==> src/rtl/mem_arb_pkg.sv <==
// Shared types for the I/D-cache to main-memory arbiter.
// States, grant encoding and line/address widths.
package mem_arb_pkg;

  localparam int LINE_W  = 64;
  localparam int LADDR_W = 14;

  typedef enum logic [1:0] {
    IDLE,
    BUSY,
    DONE
  } state_t;

  typedef enum logic {
    GNT_I,
    GNT_D
  } gnt_t;

endpackage

==> src/rtl/mem_arb_rr.sv <==
// Two-way round-robin picker.
// A lone request always wins; a tie goes to the side not granted last.
module mem_arb_rr
  import mem_arb_pkg::*;
(
  input  logic i_req,
  input  logic d_req,
  input  gnt_t last_grant,
  output logic any,
  output gnt_t grant
);

  assign any = i_req | d_req;

  always_comb begin
    grant = GNT_I;
    unique case (1'b1)
      (i_req && d_req): begin
        grant = (last_grant == GNT_I) ? GNT_D : GNT_I;
      end
      (d_req && !i_req): begin
        grant = GNT_D;
      end
      default: begin
        grant = GNT_I;
      end
    endcase
  end

endmodule

==> src/rtl/mem_arbiter.sv <==
// Arbiter sharing one main-memory port between the I-cache and D-cache.
// IDLE grants, BUSY strobes memory for MEM_LAT cycles, DONE pulses the ack.
module mem_arbiter #(
  parameter int MEM_LAT = 4,
  parameter int LINE_W  = mem_arb_pkg::LINE_W
) (
  input  logic                            clk,
  input  logic                            rst,
  input  logic                            i_req,
  input  logic [mem_arb_pkg::LADDR_W-1:0] i_addr,
  output logic [LINE_W-1:0]               i_rdata,
  output logic                            i_ack,
  input  logic                            d_req,
  input  logic                            d_we,
  input  logic [mem_arb_pkg::LADDR_W-1:0] d_addr,
  input  logic [LINE_W-1:0]               d_wdata,
  output logic [LINE_W-1:0]               d_rdata,
  output logic                            d_ack,
  output logic                            mem_re,
  output logic                            mem_we,
  output logic [mem_arb_pkg::LADDR_W-1:0] mem_addr,
  output logic [LINE_W-1:0]               mem_wdata,
  input  logic [LINE_W-1:0]               mem_rdata,
  output logic                            busy
);

  import mem_arb_pkg::*;

  localparam int CW = 4;
  localparam logic [CW-1:0] CNT_INIT = CW'(MEM_LAT - 1);

  state_t state;
  state_t state_n;
  gnt_t   last_gnt;
  gnt_t   gnt;
  gnt_t   pick;

  logic               any_req;
  logic               issue;
  logic               last_beat;
  logic               we_q;
  logic [CW-1:0]      cnt;
  logic [LADDR_W-1:0] addr_q;
  logic [LINE_W-1:0]  wdata_q;
  logic [LINE_W-1:0]  i_rdata_q;
  logic [LINE_W-1:0]  d_rdata_q;

  mem_arb_rr u_rr (
    .i_req      (i_req),
    .d_req      (d_req),
    .last_grant (last_gnt),
    .any        (any_req),
    .grant      (pick)
  );

  assign issue     = (state == IDLE) && any_req;
  assign last_beat = (state == BUSY) && (cnt == '0);

  always_ff @(posedge clk or negedge rst) begin
    if (!rst) begin
      state <= IDLE;
    end else begin
      state <= state_n;
    end
  end

  always_comb begin
    state_n = state;
    unique case (state)
      IDLE: begin
        if (any_req) begin
          state_n = BUSY;
        end
      end
      BUSY: begin
        if (cnt == '0) begin
          state_n = DONE;
        end
      end
      DONE: begin
        state_n = IDLE;
      end
      default: begin
        state_n = IDLE;
      end
    endcase
  end

  // Winner's request is frozen here; later input changes are ignored.
  always_ff @(posedge clk or negedge rst) begin
    if (!rst) begin
      last_gnt <= GNT_D;
      gnt      <= GNT_I;
      we_q     <= 1'b0;
      addr_q   <= '0;
      wdata_q  <= '0;
      cnt      <= '0;
    end else if (issue) begin
      last_gnt <= pick;
      gnt      <= pick;
      we_q     <= (pick == GNT_D) && d_we;
      addr_q   <= (pick == GNT_D) ? d_addr : i_addr;
      wdata_q  <= d_wdata;
      cnt      <= CNT_INIT;
    end else if ((state == BUSY) && (cnt != '0)) begin
      cnt <= cnt - 1'b1;
    end
  end

  always_ff @(posedge clk or negedge rst) begin
    if (!rst) begin
      i_rdata_q <= '0;
      d_rdata_q <= '0;
    end else if (last_beat && !we_q) begin
      if (gnt == GNT_I) begin
        i_rdata_q <= mem_rdata;
      end else begin
        d_rdata_q <= mem_rdata;
      end
    end
  end

  assign busy      = (state != IDLE);
  assign mem_re    = (state == BUSY) && !we_q;
  assign mem_we    = (state == BUSY) && we_q;
  assign mem_addr  = addr_q;
  assign mem_wdata = wdata_q;
  assign i_ack     = (state == DONE) && (gnt == GNT_I);
  assign d_ack     = (state == DONE) && (gnt == GNT_D);
  assign i_rdata   = i_rdata_q;
  assign d_rdata   = d_rdata_q;

endmodule

==> config.mk <==
export PLATFORM = sky130hd
export DESIGN_NAME = mem_arbiter
export DESIGN_NICKNAME = d
export VERILOG_FILES = /design/src/rtl/mem_arb_pkg.sv /design/src/rtl/mem_arb_rr.sv /design/src/rtl/mem_arbiter.sv
export SDC_FILE = /design/constraint.sdc
export NUM_CORES = 1
export LEC_CHECK = 0
export CAP_MARGIN = 20
export CORE_AREA = 2 2 160 162
export CTS_CLUSTER_DIAMETER = 30
export DETAILED_ROUTE_END_ITERATION = 8
export DIE_AREA = 0 0 162 164
export GPL_TIMING_DRIVEN = 0
export PLACE_DENSITY = 0.68
export SKIP_LAST_GASP = 1
export SLEW_MARGIN = 10
export SYNTH_ARGS = -nofsm -noshare
export SYNTH_HDL_FRONTEND = slang
export SYNTH_HIERARCHICAL = 1
export SYNTH_SLANG_ARGS = --single-unit
==> constraint.sdc <==
create_clock -name clk -period 2.7 [get_ports clk]
set_input_delay 0.27 -clock clk [delete_from_list [all_inputs] [get_ports clk]]
set_output_delay 0.27 -clock clk [all_outputs]
set_load 0.1 [all_outputs]
* Word-level counts from Yosys, hierarchy flattened
Cells that the tools add are included.
** Storage, ports and cells
- Bits in registers :: 215
- Input port bits :: 161
- Output and inout bits :: 211
- Word-level logic and storage cells :: 45
** Cells by class
- Multiplexer cells :: 8
- Add/sub/neg operators :: 1
- Reduce and logical (&&, ||, !) cells :: 21
- Equality and inequality tests :: 4
- Bitwise gates (word level) :: 2
** Operators by type and width (count)
- $mux W14 :: 1
- $logic_and A1 B1 Y1 :: 11
- $mux W4 :: 2
- $reduce_and A2 Y1 :: 3
- $logic_not A4 Y1 :: 1
- $mux W2 :: 2
- $ne A2 B2 Y1 const B :: 2
- $pmux W2 S2 :: 1
- $reduce_bool A2 Y1 :: 2
- $reduce_bool A4 Y1 :: 1
- $sub A4 B1 Y4 const B :: 1
- $eq A2 B1 Y1 const B :: 1
- $eq A2 B2 Y1 const B :: 1
- $logic_not A1 Y1 :: 2
- $logic_not A2 Y1 :: 1
- $pmux W1 S2 :: 1
- $mux W1 :: 1
- $not A1 Y1 :: 1
- $or A1 B1 Y1 :: 1

* Longest topological paths before layout
Gate-level depths: netlist of the first run.
- Word-level depth :: 4
- Gate-level depth with buffers :: 7
- Depth with buffers taken out :: 5

* Hierarchy
The synthesis of the first run kept the hierarchy.
** Modules (own cells, without submodules)
- mem_arbiter :: area each 8518.2 sq um, instances 1, cells each 518, seq. area each 5381.4 sq um
- mem_arb_rr :: area each 13.8 sq um, instances 1, cells each 2, seq. area each 0.0 sq um

* Worst setup path before layout of the first run
Ideal clock, no wire load.
- Path kind :: reg2out
- Start :: register state[1]
- End :: output i_ack
- Path slack :: -311 ps
- Path buffers :: 1
- Stages on the path, launching flop included :: 3
- Required time :: 2430 ps
- Data arrival time :: 2741 ps
- Cells stage by stage :: dfrtp_1 -> clkbuf_1 -> nor3b_1
** Between the ends
- Cells in the longest elaborated chain, start to end :: 2
** Ends and longest elaborated chain
- start: declaration :: RTL line mem_arbiter.sv:32 : state_t state;
- start signal: assignment :: RTL line mem_arbiter.sv:63 : state <= state_n;
- $eq A2 B2 Y1 :: RTL line mem_arbiter.sv:128 : assign i_ack = (state == DONE) && (gnt == GNT_I);
- $logic_and A1 B1 Y1 :: RTL line mem_arbiter.sv:128
- end: declaration :: RTL line mem_arbiter.sv:12 : output logic i_ack,
Every way passes these cells.

* Worst setup path after layout of the first run
Same ends and word-level chain as after synthesis.

==> results of run 1 <==
-- cells by family (layout without fill, tap and decap cells) --
kind of cell | after synthesis | count (layout) | synth area share
multiplexers | 208 | 208 | 0.299
flip-flops | 215 | 215 | 0.631
AND/OR/NAND/NOR | 42 | 42 | 0.0251
AO/OA/AOI/OAI | 21 | 21 | 0.0136
adder cells (fa/ha/maj) | 2 | 2 | 0.00293
buffers and inverters | 32 | 510 | 0.0287
-- path summary, 6_finish.rpt --
path	to	startpoint	slack [ns]	depth (start not counted)
max in group asynchronous	last_gnt	rst	1.31	4
setup / recovery	i_ack	state[1]	0.20	3
hold / removal	mem_wdata[26]	rst	0.23	2
hold reg to reg	d_rdata[16]	d_rdata[16]	0.50	1
setup reg to reg	i_rdata[50]	cnt[1]	0.40	7
min in group clk	we_q	d_we	0.33	3
-- final cells by class --
| class | instances | area, um2 |
|---|---|---|
| buffer | 27 | 226 |
| clock buffer | 74 | 1580 |
| clock inverter | 28 | 378 |
| fill | 2002 | 10100 |
| inverter | 5 | 18.8 |
| multi-input combinational | 273 | 2910 |
| sequential | 215 | 5380 |
| tap | 330 | 413 |
| timing repair buffer | 376 | 3780 |
-- stage by stage --
stage / setup slack, ns / instances / TNS (ns) / utilization
after floorplan: 0.460 / 520 / 0 / -
after global placement: -8.10 / 1221 / -1750.56 / 0.510
after detailed placement: 0.0483 / 1224 / 0 / 0.513
after CTS: 0.0194 / 1327 / 0 / 0.592
after global routing: 0.0427 / 1328 / 0 / 0.592
final: 0.199 / 1328 / 0 / 0.592
-- Yosys cell counts, drive strengths merged --
library cell / instances / share of area
clkbuf: 7 / 0.0031
o21ai: 3 / 0.0018
nand3b: 1 / 0.00088
mux2i: 14 / 0.016
or4: 2 / 0.0022
nor3: 2 / 0.0012
inv: 5 / 0.0022
or2: 1 / 0.00073
a31o: 1 / 0.0010
mux2: 194 / 0.28
or3b: 1 / 0.0013
and3: 1 / 0.00073
a21oi: 15 / 0.0088
nand4: 1 / 0.00073
nand2: 3 / 0.0013
dfrtp: 214 / 0.63
nand2b: 1 / 0.00073
nor2b: 1 / 0.00073
a21boi: 1 / 0.00088
or3: 1 / 0.00073
nand3: 4 / 0.0023
dfstp: 1 / 0.0031
nor2: 20 / 0.0088
ha: 2 / 0.0029
nor3b: 3 / 0.0026
buf: 20 / 0.023
o311a: 1 / 0.0012
-- routing by layer --
layer  GRT usage  part of all wire  up-vias  routed length, um
li1            -                 -     2731                  -
met1       0.198              0.38     2970               8930
met2       0.298              0.50      261              11700
met3      0.0581             0.084       59               1950
met4      0.0776             0.035        0                821
met5           0                 0        -                  0
-- state kept, by name, summed over array words and instances, names as in the netlist, 2 cells and up --
| name | count |
|---|---|
| mem_wdata | 64 |
| d_rdata | 64 |
| cnt | 4 |
| mem_addr | 14 |
| i_rdata | 64 |
| state | 2 |
-- worst reg2reg max path, stage by stage, from the launching register on --
cell and delay, ns:
sky130_fd_sc_hd__dfrtp_1 0.39, sky130_fd_sc_hd__inv_1 0.11, sky130_fd_sc_hd__ha_1 0.18, sky130_fd_sc_hd__or3b_4 0.42, sky130_fd_sc_hd__or4_4 0.43, sky130_fd_sc_hd__buf_8 0.18
sky130_fd_sc_hd__buf_12 0.17, sky130_fd_sc_hd__mux2_4 0.30
-- what timing repair did --
item                                    4_1_cts  5_1_grt
hold buffers                                  1        0
cloned                                        0        0
buffers inserted                              0        1
pin swaps                                     0        1
resized for setup                             5        4
hold endpoints to repair                     51        0
endpoints found under the setup margin        5       33
-- cell usage in the layout, fill, tap and decap left out, types with 2 or more instances in the layout --
| master | count |
|---|---|
| sky130_fd_sc_hd__clkinv_4 | 2 |
| sky130_fd_sc_hd__inv_1 | 5 |
| sky130_fd_sc_hd__nand2_1 | 3 |
| sky130_fd_sc_hd__mux2_2 | 134 |
| sky130_fd_sc_hd__nor3b_1 | 2 |
| sky130_fd_sc_hd__dfrtp_1 | 214 |
| sky130_fd_sc_hd__buf_16 | 2 |
| sky130_fd_sc_hd__mux2_4 | 60 |
| sky130_fd_sc_hd__nand3_1 | 4 |
| sky130_fd_sc_hd__buf_12 | 6 |
| sky130_fd_sc_hd__mux2i_1 | 14 |
| sky130_fd_sc_hd__clkinvlp_4 | 6 |
| sky130_fd_sc_hd__ha_1 | 2 |
| sky130_fd_sc_hd__buf_8 | 2 |
| sky130_fd_sc_hd__buf_2 | 14 |
| sky130_fd_sc_hd__dlygate4sd2_1 | 3 |
| sky130_fd_sc_hd__a21oi_1 | 15 |
| sky130_fd_sc_hd__clkinv_2 | 10 |
| sky130_fd_sc_hd__clkbuf_8 | 11 |
| sky130_fd_sc_hd__clkbuf_1 | 14 |
| sky130_fd_sc_hd__nor3_1 | 2 |
| sky130_fd_sc_hd__clkdlybuf4s50_1 | 365 |
| sky130_fd_sc_hd__nor2_1 | 20 |
| sky130_fd_sc_hd__o21ai_0 | 3 |
| sky130_fd_sc_hd__clkbuf_16 | 56 |
| sky130_fd_sc_hd__clkbuf_2 | 2 |
| sky130_fd_sc_hd__bufinv_16 | 8 |
==> flow_results.xml, run 1 <==
<?xml version="1.0" encoding="UTF-8"?>
<metrics>
  <group name="flow_run">
    <metric name="drv.max_cap_violation_count" unit="">0</metric>
  </group>
  <group name="cts">
    <metric name="clockRootBuffer" unit="">sky130_fd_sc_hd__clkbuf_16</metric>
    <metric name="clock_latency" unit="ns">0.54</metric>
    <metric name="max_root_sink_buffers" unit="">3</metric>
    <metric name="htree_levels" unit="">2</metric>
    <metric name="worst_setup_hold_path_clk_slew" unit="ns">0.04</metric>
    <metric name="cts-buffers-inserted" unit="">56</metric>
    <metric name="clock_tree_from_tritoncts" unit="">done</metric>
    <metric name="clock_sink_count" unit="">215</metric>
  </group>
  <group name="routing">
    <metric name="route.detailed.vias_per_inst" unit="">4.53</metric>
    <metric name="route.antenna.remaining_nets" unit="">0</metric>
    <metric name="drt_pass1_iterations" unit="">4</metric>
    <metric name="detail_route.wl_per_cell" unit="um">17.6</metric>
    <metric name="drc_violations_left" unit="">0</metric>
    <metric name="route.final.wire_length" unit="um">23400</metric>
    <metric name="drtIter0Drc" unit="">186</metric>
    <metric name="vias" unit="">6021</metric>
  </group>
  <group name="grt">
    <metric name="grt_start_max_net_pins" unit="">90</metric>
    <metric name="number_of_antenna_violations_at_the_first_check_in_global_routing" unit="">0</metric>
    <metric name="global_route.overflow_total" unit="">0</metric>
    <metric name="first_global_vias" unit="">6508</metric>
    <metric name="grt_pass1_wl" unit="um">36400</metric>
    <metric name="globalRouteTotalUtil" unit="">0.174</metric>
  </group>
  <group name="floorplanning">
    <metric name="dieArea" unit="mm2">0.0266</metric>
    <metric name="start_util" unit="">0.344</metric>
    <metric name="die_y" unit="um">164</metric>
    <metric name="die_w" unit="um">162</metric>
    <metric name="io-pin-count" unit="">372</metric>
    <metric name="rows" unit="">58</metric>
    <metric name="design.core.area" unit="mm2">0.0248</metric>
  </group>
  <group name="critical_path">
    <metric name="critical_path.n_buffers_inverters" unit="">2</metric>
    <metric name="startpoint_type" unit="">flip-flop</metric>
    <metric name="end_kind" unit="">output port</metric>
    <metric name="worstPathArrival" unit="ns">2.23</metric>
    <metric name="cp_data_required_time" unit="ns">2.43</metric>
    <metric name="path_class" unit="">flip-flop to output port</metric>
    <metric name="cells_along_the_critical_path" unit="">clkbuf_1 &gt; nor3b_2 &gt; dlygate4sd2_1</metric>
    <metric name="critPathSlowestCell" unit="">sky130_fd_sc_hd__dlygate4sd2_1</metric>
    <metric name="critical-path-top-delay-family" unit="">buffers and inverters</metric>
    <metric name="cpPeakStageDelay" unit="ns">0.89</metric>
    <metric name="crit_path_max_fanout" unit="">9</metric>
  </group>
  <group name="worst_hold_path">
    <metric name="min-delay-path-class" unit="">primary input to asynchronous set/reset pin</metric>
  </group>
  <group name="layout">
    <metric name="finalInstanceArea" unit="mm2">0.0147</metric>
    <metric name="antenna-diode-count" unit="">0</metric>
    <metric name="area.growth.synth_to_final" unit="%">72.2</metric>
    <metric name="final_layout_size_suffix_gt1_frac" unit="">0.322</metric>
    <metric name="nets" unit="">1117</metric>
  </group>
  <group name="sta">
    <metric name="worst_slew_pin_slew" unit="ns">1.05</metric>
    <metric name="period_minus_slack" unit="ns">2.50</metric>
    <metric name="holdWs" unit="ns">0.233</metric>
    <metric name="slew_headroom" unit="">0.295</metric>
    <metric name="final_setup_violating_endpoints" unit="">0</metric>
    <metric name="count_of_endpoints_failing_hold_in_the_final_timing_report" unit="">0</metric>
    <metric name="clock_skew" unit="ns">0.0192</metric>
    <metric name="setup_repair_after_global_routing_missed_its_margin" unit="">false</metric>
    <metric name="timing.fmax" unit="GHz">0.400</metric>
    <metric name="finalCritPeriodShare" unit="">0.926</metric>
    <metric name="timing_max_transition_violations_final" unit="">0</metric>
  </group>
  <group name="logic_synthesis">
    <metric name="number_of_cells_produced_by_synthesis" unit="">520</metric>
    <metric name="syn_avg_cell_area" unit="um2">16.4</metric>
    <metric name="synthDistinctLibCells" unit="">31</metric>
    <metric name="synthesis.nets" unit="">683</metric>
    <metric name="yosys_warnings" unit="">6</metric>
    <metric name="mappedNetlistArea" unit="mm2">0.00853</metric>
    <metric name="synth-seq-cells" unit="">215</metric>
    <metric name="ys_seq_area_frac" unit="">0.631</metric>
  </group>
  <group name="placement">
    <metric name="detailedPlacementHpwl" unit="um">16800</metric>
    <metric name="cell_area_reported_after_detailed_placement" unit="mm2">0.0127</metric>
    <metric name="port-buffer-count" unit="">371</metric>
    <metric name="gp_congestion" unit="">0.758</metric>
  </group>
  <group name="outcome">
    <metric name="result_of_the_run" unit="">finished, final reports clean</metric>
  </group>
</metrics>
Power of run 1 is not shown: default switching activity piles up to over one toggle a cycle in this logic, so the estimate is an artifact.
==> inputs of run 2 (changes only) <==
CORE_AREA = 2 2 146 148   (was 2 2 160 162)
DIE_AREA = 0 0 148 150   (was 0 0 162 164)
PLACE_DENSITY = 0.79   (was 0.68)
==> run 2 against run 1 <==
  * Clock-buffer cell count decreased by 8
  * Non-clock buffer count is the same
  * Global-route usage is 3.2 points higher
  * Clock skew hardly changed
  * First-iteration DRC count down 43%
  * Setup slack lost 0.013 ns
  * Critical path depth unchanged
  * Design area fell by 2.3%
  * Maximum frequency down 0.51%
==> flow_results.xml, run 2 (same netlist as run 1, synthesis figures left out) <==
<?xml version="1.0" encoding="UTF-8"?>
<metrics>
  <group name="outcome">
    <metric name="result_of_the_run" unit="">finished, final reports clean</metric>
  </group>
  <group name="routing">
    <metric name="detail_route.wl_per_cell" unit="um">18.4</metric>
    <metric name="route.antenna.remaining_nets" unit="">0</metric>
    <metric name="drt_pass1_iterations" unit="">6</metric>
    <metric name="drc_violations_left" unit="">0</metric>
    <metric name="route.detailed.vias_per_inst" unit="">4.74</metric>
    <metric name="drtIter0Drc" unit="">106</metric>
    <metric name="route.final.wire_length" unit="um">23100</metric>
    <metric name="vias" unit="">5956</metric>
  </group>
  <group name="floorplanning">
    <metric name="io-pin-count" unit="">372</metric>
    <metric name="die_w" unit="um">148</metric>
    <metric name="dieArea" unit="mm2">0.0222</metric>
    <metric name="die_y" unit="um">150</metric>
    <metric name="design.core.area" unit="mm2">0.0207</metric>
    <metric name="start_util" unit="">0.412</metric>
    <metric name="rows" unit="">53</metric>
  </group>
  <group name="cts">
    <metric name="clockRootBuffer" unit="">sky130_fd_sc_hd__clkbuf_16</metric>
    <metric name="cts-buffers-inserted" unit="">48</metric>
    <metric name="worst_setup_hold_path_clk_slew" unit="ns">0.04</metric>
    <metric name="clock_sink_count" unit="">215</metric>
    <metric name="clock_latency" unit="ns">0.53</metric>
    <metric name="clock_tree_from_tritoncts" unit="">done</metric>
    <metric name="htree_levels" unit="">2</metric>
    <metric name="max_root_sink_buffers" unit="">3</metric>
  </group>
  <group name="layout">
    <metric name="area.sequential" unit="mm2">0.00538</metric>
    <metric name="nets" unit="">1109</metric>
    <metric name="multi_input_comb_area" unit="mm2">0.00292</metric>
    <metric name="antenna-diode-count" unit="">0</metric>
    <metric name="final_common_cell" unit="">sky130_fd_sc_hd__clkdlybuf4s50_1</metric>
    <metric name="nFillCells" unit="">1436</metric>
    <metric name="finalInstanceArea" unit="mm2">0.0144</metric>
    <metric name="area.growth.synth_to_final" unit="%">68.2</metric>
    <metric name="final_layout_size_suffix_gt1_frac" unit="">0.312</metric>
    <metric name="fin_cells" unit="">1256</metric>
    <metric name="layout.cells.most_common_list" unit="">sky130_fd_sc_hd__clkdlybuf4s50_1 (365), sky130_fd_sc_hd__dfrtp_1 (214), sky130_fd_sc_hd__mux2_2 (134), sky130_fd_sc_hd__mux2_4 (60), sky130_fd_sc_hd__clkbuf_16 (48)</metric>
  </group>
  <group name="grt">
    <metric name="grt_start_max_net_pins" unit="">98</metric>
    <metric name="globalRouteTotalUtil" unit="">0.206</metric>
    <metric name="number_of_antenna_violations_at_the_first_check_in_global_routing" unit="">0</metric>
    <metric name="use_met1" unit="">0.239</metric>
    <metric name="grt.met2_usage" unit="">0.360</metric>
    <metric name="grt_busiest_layer" unit="">met2</metric>
    <metric name="global_route.overflow_total" unit="">0</metric>
    <metric name="first_global_vias" unit="">6511</metric>
    <metric name="grt_pass1_wl" unit="um">36000</metric>
    <metric name="grt_util_met3" unit="">0.0671</metric>
  </group>
  <group name="critical_path">
    <metric name="end_kind" unit="">output port</metric>
    <metric name="critPathSlowestCell" unit="">sky130_fd_sc_hd__dlygate4sd2_1</metric>
    <metric name="worstPathArrival" unit="ns">2.24</metric>
    <metric name="path_class" unit="">flip-flop to output port</metric>
    <metric name="worstRegToRegCells" unit="">7</metric>
    <metric name="critical_path.n_buffers_inverters" unit="">2</metric>
    <metric name="cpPeakStageDelay" unit="ns">0.91</metric>
    <metric name="crit_path_max_fanout" unit="">9</metric>
    <metric name="crit-reg2reg-launch" unit="">cnt[0]</metric>
    <metric name="startpoint_type" unit="">flip-flop</metric>
    <metric name="cells_along_the_critical_path" unit="">clkbuf_1 &gt; nor3b_2 &gt; dlygate4sd2_1</metric>
    <metric name="r2r_slack" unit="ns">0.39</metric>
    <metric name="critical_path.reg2reg.endpoint" unit="">i_rdata[24]</metric>
    <metric name="critical-path-top-delay-family" unit="">buffers and inverters</metric>
    <metric name="cp_data_required_time" unit="ns">2.43</metric>
  </group>
  <group name="sta">
    <metric name="final_setup_violating_endpoints" unit="">0</metric>
    <metric name="slew_headroom" unit="">0.302</metric>
    <metric name="timing.fmax" unit="GHz">0.398</metric>
    <metric name="finalCritPeriodShare" unit="">0.931</metric>
    <metric name="count_of_endpoints_failing_hold_in_the_final_timing_report" unit="">0</metric>
    <metric name="clock_skew" unit="ns">0.0194</metric>
    <metric name="worst_slew_pin_slew" unit="ns">1.04</metric>
    <metric name="timing_max_transition_violations_final" unit="">0</metric>
    <metric name="holdWs" unit="ns">0.232</metric>
    <metric name="setup_repair_after_global_routing_missed_its_margin" unit="">false</metric>
    <metric name="period_minus_slack" unit="ns">2.51</metric>
  </group>
  <group name="placement">
    <metric name="detailedPlacementHpwl" unit="um">16400</metric>
    <metric name="gp_congestion" unit="">0.815</metric>
    <metric name="cell_area_reported_after_detailed_placement" unit="mm2">0.0127</metric>
    <metric name="port-buffer-count" unit="">371</metric>
    <metric name="place.detailed.instances" unit="">1168</metric>
  </group>
  <group name="flow_run">
    <metric name="drv.max_cap_violation_count" unit="">0</metric>
  </group>
  <group name="worst_hold_path">
    <metric name="min-delay-path-class" unit="">primary input to asynchronous set/reset pin</metric>
  </group>
</metrics>
-- run 2: cell types whose count changed in the layout (fill, tap and decap cells not counted), sizes merged --
cell	change
clkinvlp	-3
clkbuf	-8
clkinv	-3
inv	-1
bufinv	-2
-- run 2: metrics by stage --
stage,setup TNS [ns],worst slack (ns),util
floorplan,0,0.460,-
global placement,-1693.11,-7.91,0.609
detailed placement,-1.01,-0.0695,0.612
CTS,0,0.0620,0.694
global route,0,0.0237,0.694
finish,0,0.187,0.694
-- run 2: layout make-up --
cell class	count	area share
buffer	27	0.0158
clock buffer	66	0.0968
clock inverter	19	0.0202
inverter	5	0.00131
multi-input combinational	273	0.203
sequential	215	0.375
tap	275	0.0240
timing repair buffer	376	0.264
-- run 2: metal layers --
metal	part of all wire	vias to the layer above
met5	0	-
met4	0.026	0
met3	0.078	46
met2	0.51	264
met1	0.38	2937
li1	-	2709
-- run 2: worst max path at each step --
stage | slack, ns | cells after the start | start | endpoint
floorplan | 0.46 | 3 | state[1] | mem_re
global placement | -7.91 | 1 | rst | mem_wdata[43]
detailed placement | -0.07 | 6 | i_req | we_q
CTS | 0.06 | 4 | state[1] | mem_re
global route | 0.02 | 3 | state[1] | i_ack
finish | 0.19 | 3 | state[1] | i_ack
-- run 2: what timing repair did --
action / 4_1_cts / 5_1_grt
resized for setup: 5 / 5
buffers inserted: 2 / 0
pin swaps: 1 / 0
hold buffers: 1 / 0
setup endpoints to repair: 25 / 3
endpoints found under the hold margin: 39 / 0
Power of run 2 is left out for the same reason.
